File: src/rtl/risc_pkg.sv
// Shared decode definitions for the RISC core: instruction field layout,
// control-word widths, the default zero-extend opcode mask and the
// decoded-record layout carried through the decode buffer.
package risc_pkg;

    localparam int unsigned INST_W = 32;
    localparam int unsigned OP_W   = 6;
    localparam int unsigned REG_W  = 5;
    localparam int unsigned SH_W   = 5;
    localparam int unsigned FN_W   = 6;
    localparam int unsigned CTRL_W = 12;
    localparam int unsigned IMM_W  = 16;

    localparam int unsigned OP_LSB = 26;
    localparam int unsigned RD_LSB = 21;
    localparam int unsigned RS_LSB = 16;
    localparam int unsigned RT_LSB = 11;
    localparam int unsigned SH_LSB = 6;
    localparam int unsigned FN_LSB = 0;

    // Opcodes 0x0C..0x0E (logical immediates) zero-extend their immediate.
    localparam logic [63:0] DEF_ZEXT_MASK = 64'h0000_0000_0000_7000;

    // Width-independent part of a decoded entry; imm and pc depend on
    // XLEN/PC_W and are stored beside it in the stage.
    typedef struct packed {
        logic [CTRL_W-1:0] ctrl;
        logic [REG_W-1:0]  rd;
        logic [REG_W-1:0]  rs;
        logic [REG_W-1:0]  rt;
        logic [SH_W-1:0]   shift;
        logic              rtype;
    } dec_rec_t;

    // R-type instructions carry func in the low half of the control word.
    function automatic logic [CTRL_W-1:0] build_ctrl(input logic [OP_W-1:0] op,
                                                     input logic [FN_W-1:0] fn);
        build_ctrl = (op == '0) ? {op, fn} : {op, {FN_W{1'b0}}};
    endfunction

endpackage

File: src/rtl/id_stage_if.sv
// Handshake bus of the decode stage: fetch-side input channel and
// execute-side decoded-output channel. The stage uses the slave modport.
interface id_stage_if
    import risc_pkg::*;
#(
    parameter int unsigned XLEN  = 32,
    parameter int unsigned PC_W  = 32,
    parameter int unsigned DEPTH = 2
);
    localparam int unsigned LVL_W = $clog2(DEPTH) + 1;

    logic              in_valid;
    logic              in_ready;
    logic [INST_W-1:0] in_inst;
    logic [PC_W-1:0]   in_pc;
    logic              out_valid;
    logic              out_ready;
    logic [CTRL_W-1:0] out_ctrl;
    logic [REG_W-1:0]  out_rd;
    logic [REG_W-1:0]  out_rs;
    logic [REG_W-1:0]  out_rt;
    logic [SH_W-1:0]   out_shift;
    logic [XLEN-1:0]   out_imm;
    logic [PC_W-1:0]   out_pc;
    logic              out_rtype;
    logic [LVL_W-1:0]  out_level;

    modport master (
        output in_valid, in_inst, in_pc, out_ready,
        input  in_ready, out_valid, out_ctrl, out_rd, out_rs, out_rt,
               out_shift, out_imm, out_pc, out_rtype, out_level
    );

    modport slave (
        input  in_valid, in_inst, in_pc, out_ready,
        output in_ready, out_valid, out_ctrl, out_rd, out_rs, out_rt,
               out_shift, out_imm, out_pc, out_rtype, out_level
    );

endinterface

File: src/rtl/id_split.sv
// Combinational instruction split: field extraction, control-word build
// and XLEN immediate extension (sign or zero, chosen per opcode).
module id_split
    import risc_pkg::*;
#(
    parameter int unsigned XLEN      = 32,
    parameter logic [63:0] ZEXT_MASK = DEF_ZEXT_MASK
) (
    input  logic [INST_W-1:0] inst,
    output dec_rec_t          rec,
    output logic [XLEN-1:0]   imm
);

    logic [OP_W-1:0]  op;
    logic [FN_W-1:0]  fn;
    logic [IMM_W-1:0] imm16;

    assign op    = inst[OP_LSB +: OP_W];
    assign fn    = inst[FN_LSB +: FN_W];
    assign imm16 = inst[IMM_W-1:0];

    // Decode fields, control word and extended immediate.
    always_comb begin
        rec       = '0;
        rec.ctrl  = build_ctrl(op, fn);
        rec.rd    = inst[RD_LSB +: REG_W];
        rec.rs    = inst[RS_LSB +: REG_W];
        rec.rt    = inst[RT_LSB +: REG_W];
        rec.shift = inst[SH_LSB +: SH_W];
        rec.rtype = (op == '0);
        if (ZEXT_MASK[op])
            imm = XLEN'(imm16);
        else
            imm = XLEN'($signed(imm16));
    end

endmodule

File: src/rtl/id_stage.sv
// Buffered decode stage: decodes on the input side and queues decoded
// records in a DEPTH-entry FIFO with valid/ready on both sides and flush.
module id_stage
    import risc_pkg::*;
#(
    parameter int unsigned XLEN      = 32,
    parameter int unsigned PC_W      = 32,
    parameter int unsigned DEPTH     = 2,
    parameter logic [63:0] ZEXT_MASK = DEF_ZEXT_MASK
) (
    input logic       clk,
    input logic       rst_n,
    input logic       flush,
    id_stage_if.slave bus
);

    localparam int unsigned PTR_W = $clog2(DEPTH);
    localparam int unsigned LVL_W = PTR_W + 1;

    dec_rec_t        dec_rec;
    logic [XLEN-1:0] dec_imm;

    dec_rec_t        rec_q [DEPTH];
    logic [XLEN-1:0] imm_q [DEPTH];
    logic [PC_W-1:0] pc_q  [DEPTH];
    logic [PTR_W-1:0] wptr, rptr;
    logic [LVL_W-1:0] level;
    logic             push, pop;

    id_split #(
        .XLEN      (XLEN),
        .ZEXT_MASK (ZEXT_MASK)
    ) u_split (
        .inst (bus.in_inst),
        .rec  (dec_rec),
        .imm  (dec_imm)
    );

    // Handshake and head-entry outputs; in_ready uses registered state only.
    always_comb begin
        bus.in_ready  = rst_n && (level < LVL_W'(DEPTH));
        bus.out_valid = (level != '0);
        push          = bus.in_valid && bus.in_ready;
        pop           = bus.out_valid && bus.out_ready;
        bus.out_ctrl  = rec_q[rptr].ctrl;
        bus.out_rd    = rec_q[rptr].rd;
        bus.out_rs    = rec_q[rptr].rs;
        bus.out_rt    = rec_q[rptr].rt;
        bus.out_shift = rec_q[rptr].shift;
        bus.out_rtype = rec_q[rptr].rtype;
        bus.out_imm   = imm_q[rptr];
        bus.out_pc    = pc_q[rptr];
        bus.out_level = level;
    end

    // FIFO storage, pointers and level; reset and flush clear everything
    // and take priority over a same-cycle push or pop.
    always_ff @(posedge clk) begin
        if (!rst_n || flush) begin
            wptr  <= '0;
            rptr  <= '0;
            level <= '0;
            for (int unsigned i = 0; i < DEPTH; i++) begin
                rec_q[i] <= '0;
                imm_q[i] <= '0;
                pc_q[i]  <= '0;
            end
        end else begin
            if (push) begin
                rec_q[wptr] <= dec_rec;
                imm_q[wptr] <= dec_imm;
                pc_q[wptr]  <= bus.in_pc;
                wptr        <= wptr + 1'b1;
            end
            if (pop)
                rptr <= rptr + 1'b1;
            case ({push, pop})
                2'b10:   level <= level + 1'b1;
                2'b01:   level <= level - 1'b1;
                default: level <= level;
            endcase
        end
    end

endmodule

File: src/flat_wrapper.sv
// flat-port wrapper written by rule: the top's interface ports become plain ports
module id_stage_flat import risc_pkg::*;
#(
    parameter int unsigned XLEN      = 32,
    parameter int unsigned PC_W      = 32,
    parameter int unsigned DEPTH     = 2,
    parameter logic [63:0] ZEXT_MASK = DEF_ZEXT_MASK
)
  (clk, rst_n, flush, bus_in_valid, bus_in_inst, bus_in_pc, bus_out_ready, bus_in_ready, bus_out_valid, bus_out_ctrl, bus_out_rd, bus_out_rs, bus_out_rt, bus_out_shift, bus_out_imm, bus_out_pc, bus_out_rtype, bus_out_level);
  id_stage_if #(.XLEN(XLEN), .PC_W(PC_W), .DEPTH(DEPTH)) bus_i ();
  input logic clk;
  input logic rst_n;
  input logic flush;
  input wire logic [$bits(bus_i.in_valid)-1:0] bus_in_valid;
  input wire logic [$bits(bus_i.in_inst)-1:0] bus_in_inst;
  input wire logic [$bits(bus_i.in_pc)-1:0] bus_in_pc;
  input wire logic [$bits(bus_i.out_ready)-1:0] bus_out_ready;
  output wire logic [$bits(bus_i.in_ready)-1:0] bus_in_ready;
  output wire logic [$bits(bus_i.out_valid)-1:0] bus_out_valid;
  output wire logic [$bits(bus_i.out_ctrl)-1:0] bus_out_ctrl;
  output wire logic [$bits(bus_i.out_rd)-1:0] bus_out_rd;
  output wire logic [$bits(bus_i.out_rs)-1:0] bus_out_rs;
  output wire logic [$bits(bus_i.out_rt)-1:0] bus_out_rt;
  output wire logic [$bits(bus_i.out_shift)-1:0] bus_out_shift;
  output wire logic [$bits(bus_i.out_imm)-1:0] bus_out_imm;
  output wire logic [$bits(bus_i.out_pc)-1:0] bus_out_pc;
  output wire logic [$bits(bus_i.out_rtype)-1:0] bus_out_rtype;
  output wire logic [$bits(bus_i.out_level)-1:0] bus_out_level;
  assign bus_i.in_valid = bus_in_valid;
  assign bus_i.in_inst = bus_in_inst;
  assign bus_i.in_pc = bus_in_pc;
  assign bus_i.out_ready = bus_out_ready;
  assign bus_in_ready = bus_i.in_ready;
  assign bus_out_valid = bus_i.out_valid;
  assign bus_out_ctrl = bus_i.out_ctrl;
  assign bus_out_rd = bus_i.out_rd;
  assign bus_out_rs = bus_i.out_rs;
  assign bus_out_rt = bus_i.out_rt;
  assign bus_out_shift = bus_i.out_shift;
  assign bus_out_imm = bus_i.out_imm;
  assign bus_out_pc = bus_i.out_pc;
  assign bus_out_rtype = bus_i.out_rtype;
  assign bus_out_level = bus_i.out_level;
  id_stage #(.XLEN(XLEN), .PC_W(PC_W), .DEPTH(DEPTH), .ZEXT_MASK(ZEXT_MASK)) u_core (.clk(clk), .rst_n(rst_n), .flush(flush), .bus(bus_i));
endmodule
File: config.mk
export PLATFORM = sky130hd
export DESIGN_NAME = id_stage_flat
export DESIGN_NICKNAME = d
export VERILOG_FILES = /design/src/rtl/risc_pkg.sv /design/src/rtl/id_stage_if.sv /design/src/rtl/id_split.sv /design/src/rtl/id_stage.sv /design/src/flat_wrapper.sv
export SDC_FILE = /design/constraint.sdc
export NUM_CORES = 1
export LEC_CHECK = 0
export BUFFER_PORTS_ARGS = -buffer_cell sky130_fd_sc_hd__buf_2
export CAP_MARGIN = 20
export CORE_MARGIN = 10
export CORE_UTILIZATION = 40
export CTS_BUF_LIST = sky130_fd_sc_hd__clkbuf_8
export DETAILED_ROUTE_END_ITERATION = 8
export REMOVE_ABC_BUFFERS = 1
export SLEW_MARGIN = 20
export SYNTH_ARGS = -nofsm -noshare
export SYNTH_HDL_FRONTEND = slang
export SYNTH_SLANG_ARGS = --single-unit
File: constraint.sdc
create_clock -name clk -period 12.1 [get_ports clk]
set_clock_uncertainty 0.1 [all_clocks]
set_input_delay 1.815 -clock clk [delete_from_list [all_inputs] [get_ports clk]]
set_output_delay 1.815 -clock clk [all_outputs]
set_load 0.1 [all_outputs]
**Word-level counts from Yosys, hierarchy flattened**

Memory sizes are Yosys's and may differ from the RTL's. A register that Yosys moved wholly into a read port is not among the register bits.
Index checks and enable logic that the tools add are counted.
Widths: inputs -> output; s select.

- Add/sub/neg operators: 4
- Magnitude comparators: 2
- Equality and inequality tests: 2
- Multiplexer cells: 24
- Reductions and logical operators: 11

Operator list:

| cell | count |
|---|---|
| $mux 32 | 3 |
| $reduce_or 32->1 | 2 |
| $mux 33 | 1 |
| $reduce_or 33->1 | 1 |
| $mux 1 | 18 |
| $lt 6x7->1 const B | 1 |
| $logic_not 6->1 | 1 |
| $mux 6 | 1 |
| $pmux 2 s2 | 1 |
| $reduce_bool 2->1 | 2 |
| $logic_and 1x1->1 | 3 |
| $add 1x1->1 const B | 2 |
| $add 2x1->2 const B | 1 |
| $eq 2x1->1 const B | 1 |
| $eq 2x2->1 const B | 1 |
| $lt 2x2->1 const B | 1 |
| $sub 2x1->2 const B | 1 |
| $logic_not 1->1 | 1 |
| $logic_or 1x1->1 | 1 |

- Bits in registers: 4
- Memory bits (writable): 194
- Bits in read-only memories: 64
- Input port bits: 69
- Memories: 4

Memories:

| name | depth | width | rd ports | clocked after Yosys merged registers in | wr ports | RTL line | text |
|---|---|---|---|---|---|---|---|
| u_core.rec_q | 2 | 33 | 1 | 1 | 2 | id_stage.sv:23 | `dec_rec_t rec_q [DEPTH];` |
| (name not given) | 64 | 1 | 1 | 0 | 0 | id_split.sv:31 | `if (ZEXT_MASK[op])` |
| u_core.imm_q | 2 | 32 | 1 | 1 | 2 | id_stage.sv:24 | `logic [XLEN-1:0] imm_q [DEPTH];` |
| u_core.pc_q | 2 | 32 | 1 | 1 | 2 | id_stage.sv:25 | `logic [PC_W-1:0] pc_q [DEPTH];` |

**Depth between registers and ports, before layout**

Gate-level depths: netlist of run 1.

- Depth after elaboration: 8
- Mapped depth: 5

**Cells and area by module**

A second synthesis of run 1 with hierarchy kept.

- Cell total of the unflattened synthesis: 642
- Area, all modules: 9372.7 sq um

By module, submodules not included:

| module | times used | cells an instance | area each (sq um) |
|---|---|---|---|
| id_stage | 1 | 570 | 8799.7 |
| id_split | 1 | 72 | 573.0 |

**Least setup slack after synthesis of run 1**

No wires, ideal clock.

- Kind: input to register
- Start point: input bus_in_valid
- End point: memory u_core.imm_q[0][0], enable pin
- Library setup time: 602 ps
- Arrival: 7044 ps
- Setup slack: 4354 ps
- Stages on the path: 2
- Buffers on the path: 0
- Cells stage by stage: nand3b_1 o21ai_0

RTL lines:

| element | RTL line | text |
|---|---|---|
| start, declared | flat_wrapper.sv:14 | `input wire logic [$bits(bus_i.in_valid)-1:0] bus_in_valid;` |
| end, declared | id_stage.sv:24 |  |

**Worst setup path after layout of run 1**

- Start point: input rst_n
- End point: output bus_in_ready

- Word-level cells in the longest chain between the ends: 1

Ends and longest elaborated chain:

| element | RTL line | text |
|---|---|---|
| start, declared | flat_wrapper.sv:12 | `input logic rst_n;` |
| $logic_and 1x1->1 | id_stage.sv:41 | `bus.in_ready = rst_n && (level < LVL_W'(DEPTH));` |
| end, declared | flat_wrapper.sv:18 | `output wire logic [$bits(bus_i.in_ready)-1:0] bus_in_ready;` |

No other way between the ends.

==> impl_summary.txt, run 1 <==
----------------------------------------------------
[Routing]
  Post-route DRC ... 0
  Count of antenna-violating nets left after detailed routing ... 0
  Number of detailed-routing iterations run before antenna repair ... 4
  Post-DR vias/cell ... between 4 and 5
  Routed wire length per instance ... 17.4 um
  Initial DRC Count ... between 200 and 250
  Via count ... around 3,900
  Final wirelength ... ~14 mm

[Worst setup path]
  Worst endpoint data arrival time ... 2510 ps
  Worst reg-to-reg path cell count ... 3
  Worst reg-to-reg setup slack ... between 9000 and 10,000 ps
  Crit path buffers/inverters ... 2
  Launching point of the worst reg2reg path ... u_core.bus.out_level[1]
  Critical Path RT ... a little over 10,000 ps
  Largest stage delay on the critical path ... 440 ps
  Critical Path Slowest Stage Cell ... sky130_fd_sc_hd__buf_2
  Critical Setup Path Class ... in2out
  Maximum fanout along the worst path ... 5
  Reg-to-reg endpoint ... u_core.pc_q[0][7]
  Crit. End Element ... output pin
  Cell breakdown of the critical path ... buf_2 -> nor2b_1 -> buf_2
  Cell seen most often among critical-path stages ... sky130_fd_sc_hd__buf_2
  Gate family responsible for the most delay along the worst path ... buffers and inverters
  Sort of element at the start of the critical path ... primary input

[Layout]
  Area taken by multi-input logic gates ... 0.00196 mm2
  Number of nets in the layout ... 656
  Antenna diode instance count ... 0
  Area Growth Syn to Fin ... 18.9%
  Layout fillers ... between 1,500 and 2,000
  Fraction of final layout cells with drive strength greater than 1 ... 47.9%
  Sequential cell area ... roughly 0.0044 mm2
  Final instance area ... 0.00792 mm2

[Placed design]
  Port-buffer cells ... 169
  Placed cell area ... 0.00754 mm2
  DP HPWL ... 8.88 mm
  Gpl congestion ... 0.696

[Timing]
  Max_slew headroom ... 31.4%
  Worst Hold Slack ... 423 ps
  Final min period ... approximately 4400 ps
  Unrepaired setup endpoints after global routing ... no
  Endpoints failing hold ... 0
  Pins Over Slew Limit ... 0
  Final Setup Violations ... 0
  Slew at the pin with the worst max-slew slack ... around 1000 ps
  Final TNS setup ... 0 ps
  Fraction of the cycle the final worst path needs ... 36.5%
  Peak clock frequency supported by timing ... about 230 MHz

[Yosys]
  Cell count after synthesis ... 442
  Unique cell type count in the Yosys netlist ... 30
  Mean area per synthesized cell ... 15.1 um2
  Synth Cell Area ... 0.00667 mm2
  Area share of the largest cell type after synthesis ... between 60 and 70%
  Library cell occupying the most area in the post-synthesis netlist ... sky130_fd_sc_hd__edfxtp_1
  Total of flip-flops plus latches after synthesis ... 149
  Cell types with the largest area share after synthesis ... sky130_fd_sc_hd__edfxtp_1 (65%), sky130_fd_sc_hd__mux2_2 (12%), sky130_fd_sc_hd__and2_1 (12%)
  Sequential-to-total area share from yosys stat ... between 60 and 70%
  Warnings, synthesis ... 0

[Worst hold path]
  End point of the worst hold path ... u_core.rptr
  Number of stages on the worst hold path ... 2
  Critical hold path startpoint ... u_core.rptr
  Tightest Hold Check Type ... reg2reg

[Power]
  Switch share ... roughly a third
  Part of the total power dissipated in combinational logic ... 20.6%
  Cell area power density ... 155 mW/mm2
  Leakage ... ~0.0035 uW
  P_int ... 832 uW
  Maximum resistive drop on vdd ... 0.0560 mV
  Clock group share of total power ... between 30% and 40%
  Switching power total ... 395 uW
  Sequential share of power ... between 40% and 50%

[CTS]
  Clock tree buffer depth ... 2
  Post-CTS setup buffers ... 0
  Post-CTS resize count ... 0
  Number of hold buffers added after cts ... 0
  TritonCTS Buffers ... 17
  Number of H-tree branching levels ... 4
  Clock tree from TritonCTS ... built
  Clock-pin slew of the registers on the worst-case setup and hold paths ... around 70 ps
  Root Buffer ... sky130_fd_sc_hd__clkbuf_8
  Sinks on Clock Net ... 149
  Clock network latency to the later pin of the worst-skew pair ... 430 ps

[Global routing]
  Total routing usage reported by global routing ... between 10% and 20%
  Antenna violations before repair ... 2
  Largest net degree at the start of global routing ... 73
  First-pass GRT wire length ... 22.2 mm
  Via count of the first global-routing pass ... 4,169
  Total overflow reported by the global router ... 0

[Floorplanning]
  Width of the die ... 149 um
  Effective utilization at floorplan ... around two fifths
  Die area ... 0.0222 mm2
  Std-Cell Core Area ... 0.0165 mm2
  Num rows ... 47
  Total I/O pin count ... 170
  Die height ... 149 um

[Run status]
  Status ... completed

[Job]
  Max Cap Viol ... 0

----------------------------------------------------
[cell type report]
type / instances / area share (%)
Timing Repair Buffer: 173 / 11.1
Sequential cell: 149 / 55.9
Multi-Input combinational cell: 244 / 24.7
Clock inverter: 15 / 1.85
Inverter: 1 / 0.0474
Tap cell: 220 / 3.47
Clock buffer: 17 / 2.95
[registers in the layout (all words and copies together) (netlist names), named ones only]
register              flops
u_core.imm_q             23
u_core.pc_q              64
u_core.wptr               1
u_core.rptr               1
u_core.bus.out_level      2
u_core.rec_q             57
[cells in the final DEF, fill, tap and decap left out, types with 2 or more instances in the layout]
master and n:
sky130_fd_sc_hd__clkinv_2 3, sky130_fd_sc_hd__and3_1 10, sky130_fd_sc_hd__and2_1 126, sky130_fd_sc_hd__o21ai_4 2, sky130_fd_sc_hd__nor4_4 2, sky130_fd_sc_hd__inv_1 2
sky130_fd_sc_hd__buf_4 4, sky130_fd_sc_hd__buf_2 169, sky130_fd_sc_hd__clkinv_1 5, sky130_fd_sc_hd__xnor2_1 3, sky130_fd_sc_hd__edfxtp_1 144, sky130_fd_sc_hd__clkbuf_8 17
sky130_fd_sc_hd__and2_2 4, sky130_fd_sc_hd__and3_2 4, sky130_fd_sc_hd__clkinvlp_4 2, sky130_fd_sc_hd__nor2b_1 2, sky130_fd_sc_hd__mux2_2 72, sky130_fd_sc_hd__dfxtp_1 4
sky130_fd_sc_hd__bufinv_16 3, sky130_fd_sc_hd__nand2_1 2, sky130_fd_sc_hd__nor2_1 5
[how the worst max path moves through the flow]
| stage | cells past startpoint | endpoint | startpoint | slack, ps |
|---|---|---|---|---|
| after detailed placement | 3 | bus_in_ready | rst_n | 7690 |
| after global placement | 3 | bus_in_ready | rst_n | 7670 |
| final | 3 | bus_in_ready | rst_n | 7680 |
| after CTS | 2 | bus_out_imm[21] | register | 7670 |
| after floorplan | 1 | bus_out_imm[16] | register | 2380 |
| after global routing | 2 | bus_out_imm[19] | register | 7590 |
[Yosys cell counts]
cell and count:
sky130_fd_sc_hd__a21oi_1 1, sky130_fd_sc_hd__and2_1 126, sky130_fd_sc_hd__and2_2 4, sky130_fd_sc_hd__and3_1 10, sky130_fd_sc_hd__and3_2 4, sky130_fd_sc_hd__buf_2 7
sky130_fd_sc_hd__buf_4 25, sky130_fd_sc_hd__buf_6 1, sky130_fd_sc_hd__clkbuf_1 8, sky130_fd_sc_hd__clkbuf_2 7, sky130_fd_sc_hd__dfxtp_1 5, sky130_fd_sc_hd__edfxtp_1 144
sky130_fd_sc_hd__ha_1 1, sky130_fd_sc_hd__inv_2 1, sky130_fd_sc_hd__mux2_2 72, sky130_fd_sc_hd__nand2_1 2, sky130_fd_sc_hd__nand2b_1 1, sky130_fd_sc_hd__nand3b_1 1
sky130_fd_sc_hd__nand4_1 1, sky130_fd_sc_hd__nor2_1 5, sky130_fd_sc_hd__nor2b_1 2, sky130_fd_sc_hd__nor3_4 1, sky130_fd_sc_hd__nor4_4 2, sky130_fd_sc_hd__o21a_1 1
sky130_fd_sc_hd__o21ai_0 3, sky130_fd_sc_hd__or2_2 1, sky130_fd_sc_hd__or3_1 1, sky130_fd_sc_hd__or4_4 1, sky130_fd_sc_hd__xnor2_1 3, sky130_fd_sc_hd__xor2_1 1
[worst min-delay path: stages, from the launching register on]
cell and delay [ps]:
sky130_fd_sc_hd__dfxtp_1 330, sky130_fd_sc_hd__xnor2_1 90, sky130_fd_sc_hd__nor2_1 80
[cells by family (layout without fill, tap and decap cells)]
group	after synthesis	count (layout)	share of synthesized area, %
buffers and inverters	49	206	4.54
XOR/XNOR	4	4	0.526
adder cells (fa/ha/maj)	1	1	0.188
multiplexers	72	72	12.2
AND/OR/NAND/NOR	162	162	15.8
flip-flops	149	149	66.4
AO/OA/AOI/OAI	5	5	0.413
[power by group through the flow]
stage / Combinational (uW) / Sequential (uW) / Clock, uW
floorplan: 207 / 616 / 0
global placement: 255 / 611 / 0
detailed placement: 255 / 613 / 0
CTS: 256 / 601 / 386
global route: 263 / 603 / 407
finish: 253 / 601 / 373
[layer usage]
metal / global-route usage, % / up-vias / part of all wire [%]
met5: 0 / - / 0.091
met4: 4.66 / 2 / 1.3
li1: - / 1827 / -
met3: 4.82 / 15 / 6.9
met1: 15.0 / 1904 / 43
met2: 21.4 / 104 / 49
[per-stage QoR]
step           instances  setup WS [ps]  power [uW]  util [%]
2_1_floorplan        394           2380         823         -
3_5_place_dp         787           7690         868      45.8
5_1_grt              819           7590        1270      48.1
6_report             819           7680        1230      48.1
3_3_place_gp         787           7670         866      45.8
4_1_cts              819           7670        1240      48.1
Note: power is estimated with default switching activity, not from simulation.
==> inputs of run 2 (changes only) <==
==> constraint.sdc (replaced) <==
create_clock -name clk -period 4.2 [get_ports clk]
set_clock_uncertainty 0.1 [all_clocks]
set_input_delay 0.63 -clock clk [delete_from_list [all_inputs] [get_ports clk]]
set_output_delay 0.63 -clock clk [all_outputs]
set_load 0.1 [all_outputs]
==> run 2 against run 1 <==
  * Final cell count rose by 0.85%
  * Register-to-register slack got worse by 7600 ps
  * Clock-buffer cell count did not move
  * Combinational power rose to 2.9 times the previous value
  * First-iteration DRC count fell by 18%
==> impl_summary.txt, run 2 (synthesized netlist as in run 1, its figures left out) <==
----------------------------------------------------
[Routing]
  Routed wire length per instance ... 17.4 um (-0.37%)
  Initial DRC Count ... 179 (-18%)
  Via count ... 3,871 (+0.49%)
  Number of detailed-routing iterations run before antenna repair ... 5 (+1)
  Post-DR vias/cell ... 4.69 (-0.36%)
  Post-route DRC ... 0 (unchanged)
  Count of antenna-violating nets left after detailed routing ... 0 (unchanged)
  Final wirelength ... 14.3 mm (+0.48%)

[Worst setup path]
  Critical Setup Path Class ... reg2out
  Critical Path RT ... 3470 ps (-6710 ps)
  Worst endpoint data arrival time ... 2280 ps (-230 ps)
  Maximum fanout along the worst path ... 44 (+39)
  Launching point of the worst reg2reg path ... u_core.bus.out_level[1]
  Sort of element at the start of the critical path ... register
  Crit. End Element ... output pin

[Worst hold path]
  Critical hold path startpoint ... bus_in_pc[28]
  Tightest Hold Check Type ... in2reg

[Placed design]
  Port-buffer cells ... 169 (unchanged)
  Post-Place Cells ... 793 (+0.76%)
  Gpl congestion ... 0.739 (+6.2%)
  DP HPWL ... 9.67 mm (+9.0%)

[CTS]
  Root Buffer ... sky130_fd_sc_hd__clkbuf_8
  Clock tree from TritonCTS ... built
  Number of H-tree branching levels ... 4 (unchanged)
  Post-CTS resize count ... 0 (unchanged)
  Number of hold buffers added after cts ... 0 (unchanged)
  Clock tree buffer depth ... 2 (unchanged)
  Sinks on Clock Net ... 149 (unchanged)
  Clock-pin slew of the registers on the worst-case setup and hold paths ... 80 ps (about the same)
  TritonCTS Buffers ... 17 (unchanged)
  Post-CTS setup buffers ... 0 (unchanged)
  Clock network latency to the later pin of the worst-skew pair ... 450 ps (+20 ps)

[Timing]
  Final min period ... around 3000 ps
  Slew at the pin with the worst max-slew slack ... 639 ps (-391 ps)
  Final Setup Violations ... 0 (unchanged)
  Unrepaired setup endpoints after global routing ... no
  Endpoints failing hold ... 0 (unchanged)
  Pins Over Slew Limit ... 0 (unchanged)
  Worst Hold Slack ... 359 ps (-64.5 ps)
  Fraction of the cycle the final worst path needs ... 71.7%
  Max_slew headroom ... 57.4% (+26 points)
  Peak clock frequency supported by timing ... 332 MHz

[Layout]
  Biggest regs ... u_core.pc_q x64, u_core.rec_q x57, u_core.imm_q x23
  Number of nets in the layout ... 662 (+0.91%)
  Top register by number of flip-flops ... u_core.pc_q
  Final cell count without fillers ... 826 (+0.85%)
  Highest-count cells in the layout ignoring fill and taps ... sky130_fd_sc_hd__buf_2 (169), sky130_fd_sc_hd__edfxtp_1 (144), sky130_fd_sc_hd__and2_1 (126), sky130_fd_sc_hd__mux2_2 (72), sky130_fd_sc_hd__clkbuf_8 (17)
  Fraction of final layout cells with drive strength greater than 1 ... 49.3% (+1.3 points)
  Area Growth Syn to Fin ... 20.4%
  Sequential cell area ... 0.00443 mm2 (unchanged)
  Most common library cell in the layout ignoring fill and taps ... sky130_fd_sc_hd__buf_2
  Core Util, Final ... 48.8% (+0.63 points)
  Layout fillers ... 1,505 (+0.20%)
  Area taken by multi-input logic gates ... 0.00196 mm2 (unchanged)
  Max FFs per register ... 64 (unchanged)

[Global routing]
  Antenna violations before repair ... 1 (-1)
  Largest net degree at the start of global routing ... 45 (-38%)
  Total overflow reported by the global router ... 0 (unchanged)
  Via count of the first global-routing pass ... 4,276 (+2.6%)
  Total routing usage reported by global routing ... 13.2% (+0.25 points)
  First-pass GRT wire length ... 22.3 mm (+0.65%)

[Floorplanning]
  Die height ... 149 um (unchanged)
  Std-Cell Core Area ... 0.0165 mm2 (unchanged)
  Width of the die ... 149 um (unchanged)
  Total I/O pin count ... 170 (unchanged)
  Die area ... 0.0222 mm2 (unchanged)
  Num rows ... 47 (unchanged)
  Effective utilization at floorplan ... 40.5% (unchanged)

[Power]
  Maximum resistive drop on vdd ... 0.180 mV (+220%)
  Cell area power density ... 457 mW/mm2 (+190%)
  Leakage ... 0.00355 uW (+1.3%)

[Run status]
  Status ... completed

[Job]
  Max Cap Viol ... 0 (unchanged)

----------------------------------------------------
-- run 2: changes by cell type in the layout (fill, tap and decap cells not counted) --
cell,change
sky130_fd_sc_hd__buf_4,+6
sky130_fd_sc_hd__inv_6,+4
sky130_fd_sc_hd__clkinv_1,-3
sky130_fd_sc_hd__clkinv_2,-3
sky130_fd_sc_hd__clkinv_4,+2
sky130_fd_sc_hd__inv_1,-2
sky130_fd_sc_hd__bufinv_16,+1
sky130_fd_sc_hd__clkinvlp_4,+1
sky130_fd_sc_hd__diode_2,+1
-- run 2: report_power, final --
| part | switching, uW | leakage, uW | total [uW] | internal, uW |
|---|---|---|---|---|
| clock | 554 | 0.000209 | 1210 | 651 |
| combinational | 609 | 0.00168 | 732 | 123 |
| sequential | 23.0 | 0.00166 | 1730 | 1710 |
| total | 1190 | 0.00355 | 3670 | 2480 |
-- run 2: worst max-delay path: stages, from the launching register on --
cell,delay [ps]
sky130_fd_sc_hd__dfxtp_4,770
sky130_fd_sc_hd__buf_4,360
sky130_fd_sc_hd__mux2_2,370
sky130_fd_sc_hd__buf_2,300
-- run 2: metal layers --
metal | GRT usage (%) | wire length (um) | part of all wire, %
met1 | 15.2 | 5960 | 42
met2 | 21.8 | 7160 | 50
met3 | 4.82 | 988 | 6.9
met4 | 5.15 | 226 | 1.6
met5 | 0 | 0 | 0
-- run 2: worst paths after layout --
path	slack [ps]	cells past startpoint	end
max reg2reg	2190	3	u_core.pc_q[0][24]
min reg2reg	430	2	register
min	360	2	u_core.pc_q[0][28]
max	1190	3	bus_out_rd[2]
-- run 2: layout make-up --
type / instances / share of cell area [%]
antenna: 1 / 0.0312
clock buffer: 17 / 2.91
clock inverter: 15 / 2.52
inverter: 1 / 0.0468
multi-input combinational: 244 / 24.4
sequential: 149 / 55.2
tap: 220 / 3.43
timing repair buffer: 179 / 11.5
-- run 2: per-stage QoR --
step	setup WS (ps)	setup TNS, ps	total power (uW)	area [um2]
floorplan	-4330	-460830	2370	6370
global placement	1660	0	2500	7590
detailed placement	1630	0	2500	7590
CTS	1100	0	3710	8030
global route	1050	0	3800	8030
finish	1190	0	3670	8030
